**src/rtl/host_csr_slave_if.sv**
```systemverilog
// Host command bus between the host bus master and the CSR slave.
// Carries command fields toward the slave and read returns back to the master.
interface host_csr_slave_if;
   logic        cmd_vld;
   logic [31:0] addr;
   logic        rw;
   logic [31:0] data_w;
   logic [31:0] data_r;
   logic        rd_vld;

   modport master (
      output cmd_vld, addr, rw, data_w,
      input  data_r, rd_vld
   );

   modport slave (
      input  cmd_vld, addr, rw, data_w,
      output data_r, rd_vld
   );
endinterface

```
**src/rtl/host_csr_slave.sv**
```systemverilog
// CSR bank slave on the host command bus with a fixed-latency read return pipeline.
// Optional macro HOST_CSR_SLAVE_ERR_CNT_EN enables the access-error counter and its CSR.
module host_csr_slave #(
   parameter int unsigned NUM_REGS   = 16,
   parameter logic [31:0] ADDR_BASE  = 32'h0000_1000,
   parameter int unsigned RD_LATENCY = 2,
   parameter logic [31:0] ID_VALUE   = 32'h5AB0_0001
) (
   input  logic                   clk,
   input  logic                   reset,
   host_csr_slave_if.slave        bus,
   input  logic [31:0]            sts_in,
   output logic [NUM_REGS*32-1:0] csr_q,
   output logic [15:0]            err_cnt
);

   localparam int unsigned IDX_W = $clog2(NUM_REGS);
   localparam int unsigned LAST  = RD_LATENCY - 1;

   logic [31:0]       off_c;
   logic [29:0]       idx_c;
   logic [IDX_W-1:0]  ridx_c;
   logic              aligned_c;
   logic              legal_c;
   logic              rd_go_c;
   logic [31:0]       rd_data_c;

   logic [31:0]       regs [NUM_REGS];
   logic [LAST:0]     pipe_vld;
   logic [31:0]       pipe_data [RD_LATENCY];

   // Address decode; the modulo subtraction wraps low addresses to a huge index
   assign off_c     = bus.addr - ADDR_BASE;
   assign idx_c     = off_c[31:2];
   assign ridx_c    = idx_c[IDX_W-1:0];
   assign aligned_c = (off_c[1:0] == 2'b00);
   assign legal_c   = aligned_c && (idx_c < 30'(NUM_REGS));
   assign rd_go_c   = bus.cmd_vld && !bus.rw;

`ifdef HOST_CSR_SLAVE_ERR_CNT_EN
   logic        err_hit_c;
   logic        err_c;
   logic [15:0] err_q;

   assign err_hit_c = aligned_c && (idx_c == 30'(NUM_REGS));
   assign err_c     = bus.cmd_vld && !legal_c && !err_hit_c;

   // Saturating error counter, cleared by a write to its own CSR
   always_ff @(posedge clk or negedge reset) begin
      if (!reset) begin
         err_q <= 16'h0;
      end else if (bus.cmd_vld && bus.rw && err_hit_c) begin
         err_q <= 16'h0;
      end else if (err_c && (err_q != 16'hFFFF)) begin
         err_q <= err_q + 16'd1;
      end
   end

   assign err_cnt = err_q;
`else
   assign err_cnt = 16'h0;
`endif

   // Read data selected at the sample edge
   always_comb begin
      rd_data_c = 32'hDEAD_BEEF;
      if (legal_c) begin
         if (idx_c == 30'd0) begin
            rd_data_c = ID_VALUE;
         end else if (idx_c == 30'd1) begin
            rd_data_c = sts_in;
         end else begin
            rd_data_c = regs[ridx_c];
         end
      end
`ifdef HOST_CSR_SLAVE_ERR_CNT_EN
      else if (err_hit_c) begin
         rd_data_c = {16'h0, err_q};
      end
`endif
   end

   // CSR storage; slots 0 and 1 mirror the ID constant and the status input
   always_ff @(posedge clk or negedge reset) begin
      if (!reset) begin
         for (int unsigned i = 0; i < NUM_REGS; i++) begin
            regs[i] <= (i == 0) ? ID_VALUE : 32'h0;
         end
      end else begin
         regs[1] <= sts_in;
         if (bus.cmd_vld && bus.rw && legal_c && (idx_c >= 30'd2)) begin
            regs[ridx_c] <= bus.data_w;
         end
      end
   end

   always_comb begin
      csr_q = '0;
      for (int unsigned i = 0; i < NUM_REGS; i++) begin
         csr_q[32*i +: 32] = regs[i];
      end
   end

   // Read return shift pipeline; empty slots carry zero data
   always_ff @(posedge clk or negedge reset) begin
      if (!reset) begin
         pipe_vld <= '0;
         for (int unsigned i = 0; i < RD_LATENCY; i++) begin
            pipe_data[i] <= 32'h0;
         end
      end else begin
         for (int unsigned i = LAST; i > 0; i--) begin
            pipe_vld[i]  <= pipe_vld[i-1];
            pipe_data[i] <= pipe_data[i-1];
         end
         pipe_vld[0]  <= rd_go_c;
         pipe_data[0] <= rd_go_c ? rd_data_c : 32'h0;
      end
   end

   assign bus.rd_vld = pipe_vld[LAST];
   assign bus.data_r = pipe_data[LAST];

endmodule

```
**src/flat_wrapper.sv**
```systemverilog
// flat-port wrapper written by rule: the top's interface ports become plain ports
module host_csr_slave_flat 
#(
   parameter int unsigned NUM_REGS   = 16,
   parameter logic [31:0] ADDR_BASE  = 32'h0000_1000,
   parameter int unsigned RD_LATENCY = 2,
   parameter logic [31:0] ID_VALUE   = 32'h5AB0_0001
)
  (clk, reset, sts_in, csr_q, err_cnt, bus_cmd_vld, bus_addr, bus_rw, bus_data_w, bus_data_r, bus_rd_vld);
  host_csr_slave_if bus_i ();
  input  logic clk;
  input  logic reset;
  input  logic [31:0] sts_in;
  output logic [NUM_REGS*32-1:0] csr_q;
  output logic [15:0] err_cnt;
  input wire logic [$bits(bus_i.cmd_vld)-1:0] bus_cmd_vld;
  input wire logic [$bits(bus_i.addr)-1:0] bus_addr;
  input wire logic [$bits(bus_i.rw)-1:0] bus_rw;
  input wire logic [$bits(bus_i.data_w)-1:0] bus_data_w;
  output wire logic [$bits(bus_i.data_r)-1:0] bus_data_r;
  output wire logic [$bits(bus_i.rd_vld)-1:0] bus_rd_vld;
  assign bus_i.cmd_vld = bus_cmd_vld;
  assign bus_i.addr = bus_addr;
  assign bus_i.rw = bus_rw;
  assign bus_i.data_w = bus_data_w;
  assign bus_data_r = bus_i.data_r;
  assign bus_rd_vld = bus_i.rd_vld;
  host_csr_slave #(.NUM_REGS(NUM_REGS), .ADDR_BASE(ADDR_BASE), .RD_LATENCY(RD_LATENCY), .ID_VALUE(ID_VALUE)) u_core (.clk(clk), .reset(reset), .bus(bus_i), .sts_in(sts_in), .csr_q(csr_q), .err_cnt(err_cnt));
endmodule
```
**config.mk**
```make
export PLATFORM = sky130hd
export DESIGN_NAME = host_csr_slave_flat
export DESIGN_NICKNAME = d
export VERILOG_FILES = /design/src/rtl/host_csr_slave_if.sv /design/src/rtl/host_csr_slave.sv /design/src/flat_wrapper.sv
export SDC_FILE = /design/constraint.sdc
export NUM_CORES = 1
export LEC_CHECK = 0
export CORE_AREA = 4 4 257 259
export DETAILED_ROUTE_END_ITERATION = 16
export DIE_AREA = 0 0 261 263
export GPL_TIMING_DRIVEN = 0
export PLACE_DENSITY = 0.7
export SETUP_SLACK_MARGIN = 0.4
export SKIP_LAST_GASP = 1
export SYNTH_ARGS = -nofsm -noshare
export SYNTH_HDL_FRONTEND = slang
export SYNTH_SLANG_ARGS = --single-unit
```
**constraint.sdc**
```tcl
create_clock -name clk -period 3.7 [get_ports clk]
set_input_delay 0.74 -clock clk [delete_from_list [all_inputs] [get_ports clk]]
set_output_delay 0.74 -clock clk [all_outputs]
set_load 0.03 [all_outputs]
```
==> impl_metrics.ini, run 1 <==
[run_status]
status = completed

[sta]
fin_skew_ps = 20.1
relSlewSlack_pct = 16.1
drv_slew = 0
rsz0062_at_grt = true
period_share_pct = 95.4
worst_slew_pin_slew_ps = 1260
timing.hold.ws_ps = 210
tns_ps = 0
fmax_mhz = 283
setup_violations = 0
finalWorstSetupSlack_ps = 170
hold_violations = 0
min_period_ps = 3530

[setup_path]
crit_type = in2reg
r2r-start = u_core.csr_q[372]$_DFFE_PN0P_
cp.arrival_ps = 4010
path_max_fanout = 7
rr_endpoint = u_core.pipe_data[52]$_DFF_PN0_
worstSetupStartpointType = primary input
cp-end-kind = flip-flop
reg2reg_depth = 5
ff2ff_setup_slack_ps = 1660
crit_required_ps = 4180

[cts]
clockBufferDepth = 3
cts.sinks = 578
worstSkewPairLatency_ps = 600
cts_tree = yes
cts_root_buffer = clkbuf_16
clk_pin_slew_ps = 60
htreeDepth = 3
numCtsBuffers = 66

[placed_design]
place_ws_ps = -1580
port_buffers = 641
placedInstanceArea_um2 = 34300
hpwlAfterDp_um = 74600
place_inst = 3147
place.gp.congestion = 0.878

[logic_synthesis]
syn_area_per_cell_um2 = 15.9
synth_top_family_by_area = multiplexers
synth_xor_area_share_pct = 0
syn_area_um2 = 25900
synth-edff-count = 0
dominantRegCellSynth = dfrtp_1
syn_inst = 1631
synth-seq-cells = 578
ys_types = 50
synthArstFlopShare_pct = 100
synth-seq-area-share_pct = 55.8
synth_mux_area_share_pct = 33.6
synthAdderAreaFrac_pct = 0.145
synth-compound-area-share_pct = 0.873
synth_warnings = 0
synth-simple-area-share_pct = 4.63

[power]
p_seq_share_pct = 44.7
p_sw_share_pct = 24.1
finalPower_mw = 14.3
power_density_nw_per_um2 = 356
intPower_mw = 10.9
p_clk_share_pct = 48.6
power_frac_comb_pct = 6.8
leakage_nw = 17.7
switching_power_mw = 3.45
vdd.ir_drop.worst_mv = 0.397

[drt]
via_per_inst = 5.68
dr.pass1.iters = 5
drt-wirelength-per-cell_um = 34.0
ant_nets = 0
wirelength_um = 115000
drcViolationCount = 0
via_count = 19200
drt_first_iter_violations = 1573

[die]
dieArea_um2 = 68600
start_util_pct = 40.6
fp.dieH_um = 263
pin_count = 661
core.rowCount = 93
die_w_um = 261
coreArea_um2 = 63900

[final_layout]
syn2layout_area_growth_pct = 55.1
final_cells = 3390
drive_above_1_share_pct = 40.9
final_area_um2 = 40200
final_util_pct = 63.0
nets = 2584

[worst_hold_path]
hold_class = in2async

[global_routing]
overflow = 0
antenna_found_initial = 4
grtUsageTotal_pct = 30.8
grt_max_degree = 130
grt_pass1_wl_um = 151000
grt_pass1_vias = 19800

[run]
cap_violations = 0
==> flip-flops by register name (all words and copies together) (netlist names) <==
| name | flops |
|---|---|
| u_core.csr_q | 512 |
| u_core.bus.data_r | 32 |
| u_core.pipe_data | 32 |
| u_core.pipe_vld | 2 |
==> critical path, stage by stage <==
cell    delay, ps
buf_8         100
or4_4         550
buf_6         140
o21a_1        180
or3_1         370
or4b_4        560
buf_12        170
buf_12        120
buf_16        120
nor4_4        200
buf_6         190
buf_12        110
buf_12        140
mux2_4        310
==> kinds of logic after synthesis <==
kind of cell,count (synthesis)
AO/OA/AOI/OAI,27
adder cells (fa/ha/maj),3
flip-flops,578
buffers and inverters,242
other,1
multiplexers,616
AND/OR/NAND/NOR,164
==> cells in the mapped netlist, drive strengths merged, types with 3 or more instances <==
library cell,n,share of area [%]
dfrtp,570,55
mux2,448,19
mux4,160,14
clkbuf,135,2.0
buf,104,2.9
nand3b,34,0.98
nor2,25,0.36
nand3,22,0.42
nor4,20,1.4
nand2,16,0.23
a311o,8,0.31
dfstp,8,0.81
mux2i,8,0.31
nor3,8,0.15
nand2b,7,0.17
nand4,6,0.17
and2,4,0.096
o21a,4,0.12
or2,4,0.096
or3,4,0.096
ha,3,0.14
inv,3,0.043
nor2b,3,0.072
or4,3,0.10
==> metal layers <==
metal	up-vias	global-route usage, %	routed length, um
li1	7647	-	-
met1	10400	39.9	45400
met2	993	49.9	55400
met3	236	7.00	9320
met4	0	13.2	5320
met5	-	0	0
==> how the worst max path moves through the flow <==
stage,start,end
after floorplan,bus_addr[28],u_core.csr_q[441]$_DFFE_PN0P_
after global placement,reset,u_core.csr_q[114]$_DFFE_PN0P_
after detailed placement,bus_addr[2],u_core.pipe_data[39]$_DFF_PN0_
after CTS,bus_addr[25],u_core.csr_q[328]$_DFFE_PN0P_
after global routing,bus_addr[13],u_core.csr_q[317]$_DFFE_PN0P_
final,bus_addr[28],u_core.csr_q[410]$_DFFE_PN0P_
==> final cells by class <==
class | instances | area (um^2)
diodes | 3 | 7.51
plain buffers | 239 | 1920
clock buffers | 90 | 1960
clock inverters | 29 | 350
fillers | 4586 | 23600
inverters | 3 | 11.3
multi-input cells | 826 | 12000
flip-flops and latches | 578 | 14500
well taps | 855 | 1070
repair buffers | 767 | 8460
==> power by group through the flow <==
stage | Sequential (mW) | Clock [mW] | Combinational (mW)
6_report | 6.39 | 6.95 | 0.967
2_1_floorplan | 6.54 | 0 | 0.362
5_1_grt | 6.39 | 7.28 | 1.02
4_1_cts | 6.39 | 7.02 | 0.947
3_3_place_gp | 6.52 | 0 | 0.904
3_5_place_dp | 6.51 | 0 | 0.932
==> cell usage in the layout, fill, tap and decap left out, drive strengths merged, types with 10 or more instances in the layout <==
cell           netlist  routed
nor4                20      20
conb                 1      16
clkdlybuf4s15        0      10
clkinv               0      17
clkdlybuf4s50        0     619
clkbuf             135     253
mux4               160     160
mux2               448     448
buf                104     212
nand3b              34      34
nor2                25      25
nand2               16      16
nand3               22      22
dfrtp              570     570
==> repair_timing <==
action                                 4_1_cts  5_1_grt
gates resized for setup                    291      336
cloned                                      13       29
endpoints found under the hold margin        0        0
setup endpoints to repair                  480      470
hold buffers                                 0        0
setup buffers                               69       10
pin swaps                                   31       19
Note: power is estimated with default switching activity, not from simulation.
==> run 2: changes to the inputs <==
--- a/config.mk
+++ b/config.mk
@@ -11,6 +11,7 @@
 export GPL_TIMING_DRIVEN = 0
 export PLACE_DENSITY = 0.7
 export SETUP_SLACK_MARGIN = 0.4
+export SKIP_CTS_REPAIR_TIMING = 1
 export SKIP_LAST_GASP = 1
 export SYNTH_ARGS = -nofsm -noshare
 export SYNTH_HDL_FRONTEND = slang
==> run 2 against run 1 <==
  * Register-to-register slack better by 40 ps
  * Via count is 0.72% lower
  * Non-clock buffer count shrank 22
  * Highest routed layer unchanged
==> impl_metrics.ini, run 2 (synthesis gave the netlist of run 1 again) <==
[die]
fp.dieH_um = 263
dieArea_um2 = 68600
start_util_pct = 40.6
coreArea_um2 = 63900
die_w_um = 261
core.rowCount = 93
pin_count = 661

[cts]
worstSkewPairLatency_ps = 600
cts.sinks = 578
clk_pin_slew_ps = 60
numCtsBuffers = 66
htreeDepth = 3
cts_root_buffer = clkbuf_16
cts_tree = yes
clockBufferDepth = 3

[placed_design]
port_buffers = 641
hpwlAfterDp_um = 74600
placedInstanceArea_um2 = 34300
place.gp.congestion = 0.878

[drt]
via_per_inst = 5.67
drcViolationCount = 0
drt_first_iter_violations = 1704
drt-wirelength-per-cell_um = 33.9
via_count = 19100
dr.pass1.iters = 5
wirelength_um = 114000
ant_nets = 0

[final_layout]
final_cell_mix = clkdlybuf4s50_1, dfrtp_1, mux2_4
drive_above_1_share_pct = 40.3
final_area_um2 = 39700
nets = 2562
syn2layout_area_growth_pct = 53.0
final_common_cell = clkdlybuf4s50_1
largest_reg_flops = 512

[run_status]
status = completed

[sta]
rsz0062_at_grt = true
drv_slew = 0
period_share_pct = 97.8
worst_slew_pin_slew_ps = 1070
min_period_ps = 3620
fin_skew_ps = 19.6
fmax_mhz = 276
hold_violations = 0
setup_violations = 0
relSlewSlack_pct = 28.8

[power]
finalPower_mw = 14.3
power_density_nw_per_um2 = 360
leakage_nw = 17.5
p_clk_share_pct = 48.6
vdd.ir_drop.worst_mv = 0.394
switching_power_mw = 3.44
p_sw_share_pct = 24.1
intPower_mw = 10.9
p_seq_share_pct = 44.7
power_frac_comb_pct = 6.8

[global_routing]
grt_max_degree = 130
grt_pass1_wl_um = 146000
overflow = 0
grtUsageTotal_pct = 29.7
antenna_found_initial = 7
grt_pass1_vias = 19200

[worst_hold_path]
hold_class = in2async

[run]
cap_violations = 0

[setup_path]
path_max_fanout = 6
cp-end-kind = flip-flop
crit_type = in2reg
worstSetupStartpointType = primary input
crit_required_ps = 4160
cp.arrival_ps = 4090
[run 2: cell count changes in the layout (fill, tap and decap cells not counted), sizes merged]
cell           previous run  this run
buf                     212       167
clkbuf                  253       277
dlymetal6s2s              0         8
clkdlybuf4s15            10         3
diode                     3         6
dlygate4sd2               2         0
[run 2: metrics by stage]
| stage | hold WS, ps | utilization [%] | TNS [ps] | worst slack, ps | std cells |
|---|---|---|---|---|---|
| floorplan | 331 | - | 0 | 103 | 1646 |
| global placement | 332 | 53.4 | - | -23080 | 3142 |
| detailed placement | 335 | 53.6 | -525290 | -1580 | 3147 |
| CTS | 205 | 57.2 | -235290 | -953 | 3266 |
| global route | 259 | 62.1 | 0 | 64.0 | 3370 |
| finish | 192 | 62.1 | 0 | 79.8 | 3371 |
[run 2: layout make-up]
cell class,count,area (um^2)
Antenna cell,6,15.0
Sequential cell,578,14500
Buffer,239,1900
Timing Repair Buffer,745,8110
Multi-Input combinational cell,826,11800
Tap cell,855,1070
Clock buffer,90,1960
Fill cell,4664,24200
Clock inverter,29,350
Inverter,3,13.8
[run 2: critical path, cell delays in order]
cell and delay, ps:
dlymetal6s2s_1 120, or4_4 520, or3_4 430, a21oi_2 140
nand3_1 100, or4b_4 620, buf_12 180, buf_12 140
nor4_4 340, buf_6 240, clkbuf_16 200, mux2_4 310
[run 2: power by group through the flow]
stage          Sequential (mW)  Clock, mW  Combinational, mW
2_1_floorplan             6.54          0              0.362
3_3_place_gp              6.52          0              0.904
3_5_place_dp              6.51          0              0.932
4_1_cts                   6.39       7.02              0.936
5_1_grt                   6.39       7.27               1.02
6_report                  6.39       6.95              0.967
[run 2: final timing paths]
check,from,to,slack (ps),cells after the start
worst max-delay path,bus_addr[10],u_core.csr_q[342]$_DFFE_PN0P_,80,12
worst min-delay path,reset,u_core.bus.data_r[30]$_DFF_PN0_,190,1
max in group asynchronous,reset,u_core.csr_q[12]$_DFFE_PN0P_,1820,3
worst min register to register,u_core.pipe_data[61]$_DFF_PN0_,u_core.bus.data_r[29]$_DFF_PN0_,350,0
worst max register to register,u_core.csr_q[124]$_DFFE_PN0P_,u_core.pipe_data[60]$_DFF_PN0_,1700,5
min in group clk,u_core.pipe_data[61]$_DFF_PN0_,u_core.bus.data_r[29]$_DFF_PN0_,350,0
[run 2: layer usage]
metal	global-route usage, %	up-vias	share of wire [%]
met1	38.0	10300	39
met5	0	-	0
li1	-	7617	-
met3	6.76	218	7.9
met2	49.0	948	49
met4	12.3	0	4.4
